$ cat src/rtl/crc_stream_pkg.sv
// crc_stream_pkg: FSM state type and word-wide CRC update helpers.
// Build option CRC_REFLECT_EN selects LSB-first (reflected) updating.
package crc_stream_pkg;

    typedef enum logic [1:0] {IDLE, DATA, CHECK, RESULT} state_t;

    localparam int MAX_W = 64;

    function automatic logic [MAX_W-1:0] reflect_bits(input logic [MAX_W-1:0] v, input int w);
        logic [MAX_W-1:0] r;
        r = '0;
        for (int i = 0; i < w; i++) r[i] = v[w-1-i];
        return r;
    endfunction

    // Widths are passed at elaboration time so one helper serves every engine instance.
    function automatic logic [MAX_W-1:0] crc_step(input logic [MAX_W-1:0] crc,
                                                 input logic [MAX_W-1:0] word,
                                                 input logic [MAX_W-1:0] poly,
                                                 input int dw, input int cw);
        logic [MAX_W-1:0] c, m;
        logic fb;
        m = (cw >= MAX_W) ? '1 : ((MAX_W'(1) << cw) - MAX_W'(1));
        c = crc & m;
`ifdef CRC_REFLECT_EN
        for (int i = 0; i < dw; i++) begin
            fb = c[0] ^ word[i];
            c = (c >> 1) ^ (fb ? reflect_bits(poly, cw) : '0);
        end
`else
        for (int i = dw - 1; i >= 0; i--) begin
            fb = c[cw-1] ^ word[i];
            c = ((c << 1) & m) ^ (fb ? (poly & m) : '0);
        end
`endif
        return c & m;
    endfunction

endpackage

$ cat src/rtl/crc_stream_checker_engine.sv
// crc_stream_engine: combinational one-word CRC update (all DATA_W bit steps unrolled).
module crc_stream_engine
    import crc_stream_pkg::*;
#(
    parameter int DATA_W = 8,
    parameter int CRC_W = 8,
    parameter logic [CRC_W-1:0] POLY = 8'h07
) (
    input  logic [CRC_W-1:0]  crc_in,
    input  logic [DATA_W-1:0] word,
    output logic [CRC_W-1:0]  crc_out
);

    assign crc_out = CRC_W'(crc_step(MAX_W'(crc_in), MAX_W'(word), MAX_W'(POLY), DATA_W, CRC_W));

endmodule

$ cat config.mk
export PLATFORM = sky130hd
export DESIGN_NAME = crc_stream_engine
export DESIGN_NICKNAME = d
export VERILOG_FILES = /design/src/rtl/crc_stream_pkg.sv /design/src/rtl/crc_stream_checker_engine.sv
export SDC_FILE = /design/constraint.sdc
export NUM_CORES = 1
export LEC_CHECK = 0
export BUFFER_PORTS_ARGS = -buffer_cell sky130_fd_sc_hd__buf_4
export CORE_AREA = 8 8 45 47
export DETAILED_ROUTE_END_ITERATION = 10
export DIE_AREA = 0 0 53 55
export SLEW_MARGIN = 20
export SYNTH_ARGS = -nofsm -noshare
export SYNTH_HDL_FRONTEND = slang
export SYNTH_SLANG_ARGS = --single-unit
export TNS_END_PERCENT = 5
$ cat constraint.sdc
create_clock -name vclk -period 0.8
set_input_delay 0.12 -clock vclk [all_inputs]
set_output_delay 0.12 -clock vclk [all_outputs]
set_load 0.01 [all_outputs]
## Word-level counts from Yosys, hierarchy flattened

Index checks and enable logic that the tools add are counted.

- Word-level logic and storage cells: 24
- Register bits: 0
- Input port bits: 16
- Output and inout bits: 8

- Bitwise operators: 16
- Multiplexer cells: 8

Operators with widths:

| operator | number |
|---|---|
| 8-bit by 3-bit XOR with 8-bit output | 5 |
| 3-bit 2-to-1 mux | 8 |
| 8-bit XOR | 3 |
| 1-bit XOR | 8 |

## Longest topological paths before layout

- Depth in word-level cells: 24
- Mapped depth: 3

## Worst setup path after synthesis

Ideal clock, no wire load.

- Path kind: input port to output port
- Start point: in word[2]
- End point: out crc_out[2]
- Arrival: 0.858 ns
- Slack: -0.178 ns
- Stages on the path: 3
- Required time: 0.680 ns
- Cell sequence: xnor2_1 > xor2_1 > xor2_1

- Cells in the longest elaborated chain, start to end: 5

Ends and longest elaborated chain:

| element | RTL line | source |
|---|---|---|
| start, declared | crc_stream_checker_engine.sv:10 | `input logic [DATA_W-1:0] word,` |
| 1-bit XOR | crc_stream_pkg.sv:32 | `fb = c[cw-1] ^ word[i];` |
| 3-bit 2-to-1 mux | crc_stream_pkg.sv:33 | `c = ((c << 1) & m) ^ (fb ? (poly & m) : '0);` |
| 8-bit XOR (3 in a row) | crc_stream_pkg.sv:33 |  |
| end, declared | crc_stream_checker_engine.sv:11 | `output logic [CRC_W-1:0] crc_out` |

No other way between the ends.

## Final worst setup path

- Start point: in word[6]
- End point: out crc_out[2]

- Cells in the longest elaborated chain, start to end: 11

Ends and longest elaborated chain:

| element | RTL line |
|---|---|
| 1-bit XOR | crc_stream_pkg.sv:32 |
| 3-bit 2-to-1 mux | crc_stream_pkg.sv:33 |
| 8-bit by 3-bit XOR with 8-bit output (4 in a row) | crc_stream_pkg.sv:33 |
| 8-bit XOR (2 in a row) | crc_stream_pkg.sv:33 |
| 1-bit XOR | crc_stream_pkg.sv:32 |
| 3-bit 2-to-1 mux | crc_stream_pkg.sv:33 |
| 8-bit XOR | crc_stream_pkg.sv:33 |

No other way between the ends.

==> summary.md <==
| Metric | Value |
|---|---|
| Status | `finished with violations` |
| Failing checks | `setup timing` |
| Syn Inst Count | `21` |
| # hold bufs at CTS | `0` |
| Peak supply drop | `0.433 mV` |
| WL final | `696 microns` |
| Final setup violation count | `8` |
| Synth warnings | `0` |
| Place WS | `-0.324 ns` |
| Die Span Y | `55 microns` |
| Fmax | `953 MHz` |
| Syn nets | `37` |
| Area share of the largest cell type after synthesis | `a little under two thirds` |
| Wire length on met3 | `~68 microns` |
| Synth cell types | `4` |
| Avg Inst Size Synth | `9.83 sq um` |
| Antenna Nets Post-Route | `0` |
| Clock buffer count | `0` |
| Commonest non-fill, non-tap cells in the layout | `26 x buf_4, 7 x xnor2_1, 6 x xnor2_4` |
| DIE AREA | `approximately 2900 sq um` |
| Worst hold slack | `0.753 ns` |
| Slowest stage delay, CP | `approximately 0.25 ns` |
| WP data required | `approximately 0.68 ns` |
| Filler cell count | `133` |
| Largest net degree at the start of global routing | `4` |
| Per-cell routed wire length | `10.1 microns` |
| First-pass GRT wire length | `1200 microns` |
| DR top layer | `met3` |
| Pwr Total | `823 uW` |
| Pin slew with the least headroom to its limit | `0.234 ns` |
| Lkg Pwr | `0.290 nW` |
| Slew HR | `84.4%` |
| Post-route minimum period | `1.05 ns` |
| Dominant cells by area after synthesis | `xnor2_1 64%, xnor2_2 16%, xor2_1 13%` |
| Antenna cells | `0` |
| Die width | `53 microns` |
| Synth area leader | `xnor2_1` |
| Vias in the first global route | `approximately 280` |
| Unrepaired setup endpoints after global routing | `yes` |
| PD cells | `approximately 1300 nW/um^2` |
| Worst path depth | `5` |
| Crit path buffers/inverters | `2` |
| Via-per-instance ratio | `3.55` |
| Row count | `14` |
| Worst Hold Depth | `5` |
| Area growth syn-to-layout | `219%` |
| Final Hold Fails | `0` |
| Sequential cell area fraction in the yosys report | `0%` |
| M1 wire length | `175 microns` |
| Register area | `0 sq um` |
| Starting DRT DRC Count | `0` |
| IO Port Bufs | `24` |
| Share of cells above drive strength 1 | `84.9%` |
| Setup slack after layout | `-0.249 ns` |
| Crit path cell chain | `buf_8 -> xor2_4 -> xnor2_4 -> xor2_1 -> buf_4` |
| Most common cell after layout, fill and taps aside | `buf_4` |
| Initial antenna violation count | `0` |
| Slew Viols, Final | `0` |
| FF+latch count | `0` |
| Largest delay share family, worst path | `XOR/XNOR gates` |
| Crit end category | `output port` |
| DP HPWL | `approximately 630 microns` |
| Vias | `245` |
| Met2 Routed Length | `452 microns` |
| Cell Area, Synth | `roughly 210 sq um` |
| Final period util | `131%` |
| GPL Wtd Cong | `between 0.6 and 0.7` |
| Max_cap viols | `0` |
| Nets | `71` |
| Global route overflow | `0` |
| Crit Path Max Fanout | `3` |
| Startpoint types | `input port` |
| Final TNS setup | `-1.88 ns` |
| CP max-delay cell | `xor2_4` |
| Drt pass-1 iters | `1` |
| Critical setup path kind | `input port to output port` |
| Crit path DAT | `0.93 ns` |
| Drt drc | `0` |
| Hold Path Class | `input port to output port` |
| Core footprint | `1380 sq um` |
| Total track usage | `4.98%` |
| Ports | `24` |
| Initial cell density of the core | `14.9%` |
-- where the power goes --
group	internal [mW]	leakage [nW]	switching, mW	total [mW]
clock	0	0	0	0
sequential	0	0	0	0
combinational	0.499	0.290	0.324	0.823
-- cell families (layout without fill, tap and decap cells) --
logic type / after synthesis / after routing / synth area share [%]
xor gates and xnor gates: 21 / 21 / 100
buffers and inverters: 0 / 32 / 0
-- per-stage QoR --
| stage | std cells | area (sq um) | utilization (%) |
|---|---|---|---|
| after detailed placement | 67 | 531 | 38.3 |
| after global routing | 69 | 658 | 47.6 |
| final | 69 | 658 | 47.6 |
| after floorplan | 21 | 285 | - |
| after global placement | 67 | 531 | 38.3 |
| after CTS | 68 | 643 | 46.5 |
-- cell usage after synthesis --
master and number:
xnor2_1 15, xnor2_2 2, xor2_1 3, xor2_2 1
-- cell type report --
| type | instances | area [sq um] | share of cell area (%) |
|---|---|---|---|
| multi-input combinational | 21 | 360 | 54.8 |
| tap | 16 | 20.0 | 3.04 |
| timing repair buffer | 32 | 278 | 42.2 |
-- path summary, 6_finish.rpt --
path,end,from,slack (ns)
setup / recovery,crc_out[2],word[6],-0.25
hold / removal,crc_out[4],crc_in[2],0.75
-- metal layers --
| layer | vias to the layer above | track usage, % |
|---|---|---|
| met5 | - | 0 |
| met4 | 0 | 0 |
| met3 | 0 | 0.802 |
| met2 | 9 | 10.7 |
| met1 | 112 | 5.05 |
| li1 | 124 | - |
-- timing repair --
| item | 4_1_cts | 5_1_grt |
|---|---|---|
| pin swaps | 12 | 9 |
| setup buffers | 1 | 1 |
| endpoints found under the setup margin | 8 | 8 |
| resized for setup | 16 | 2 |
No activity file was read; power rests on OpenSTA's default activity.
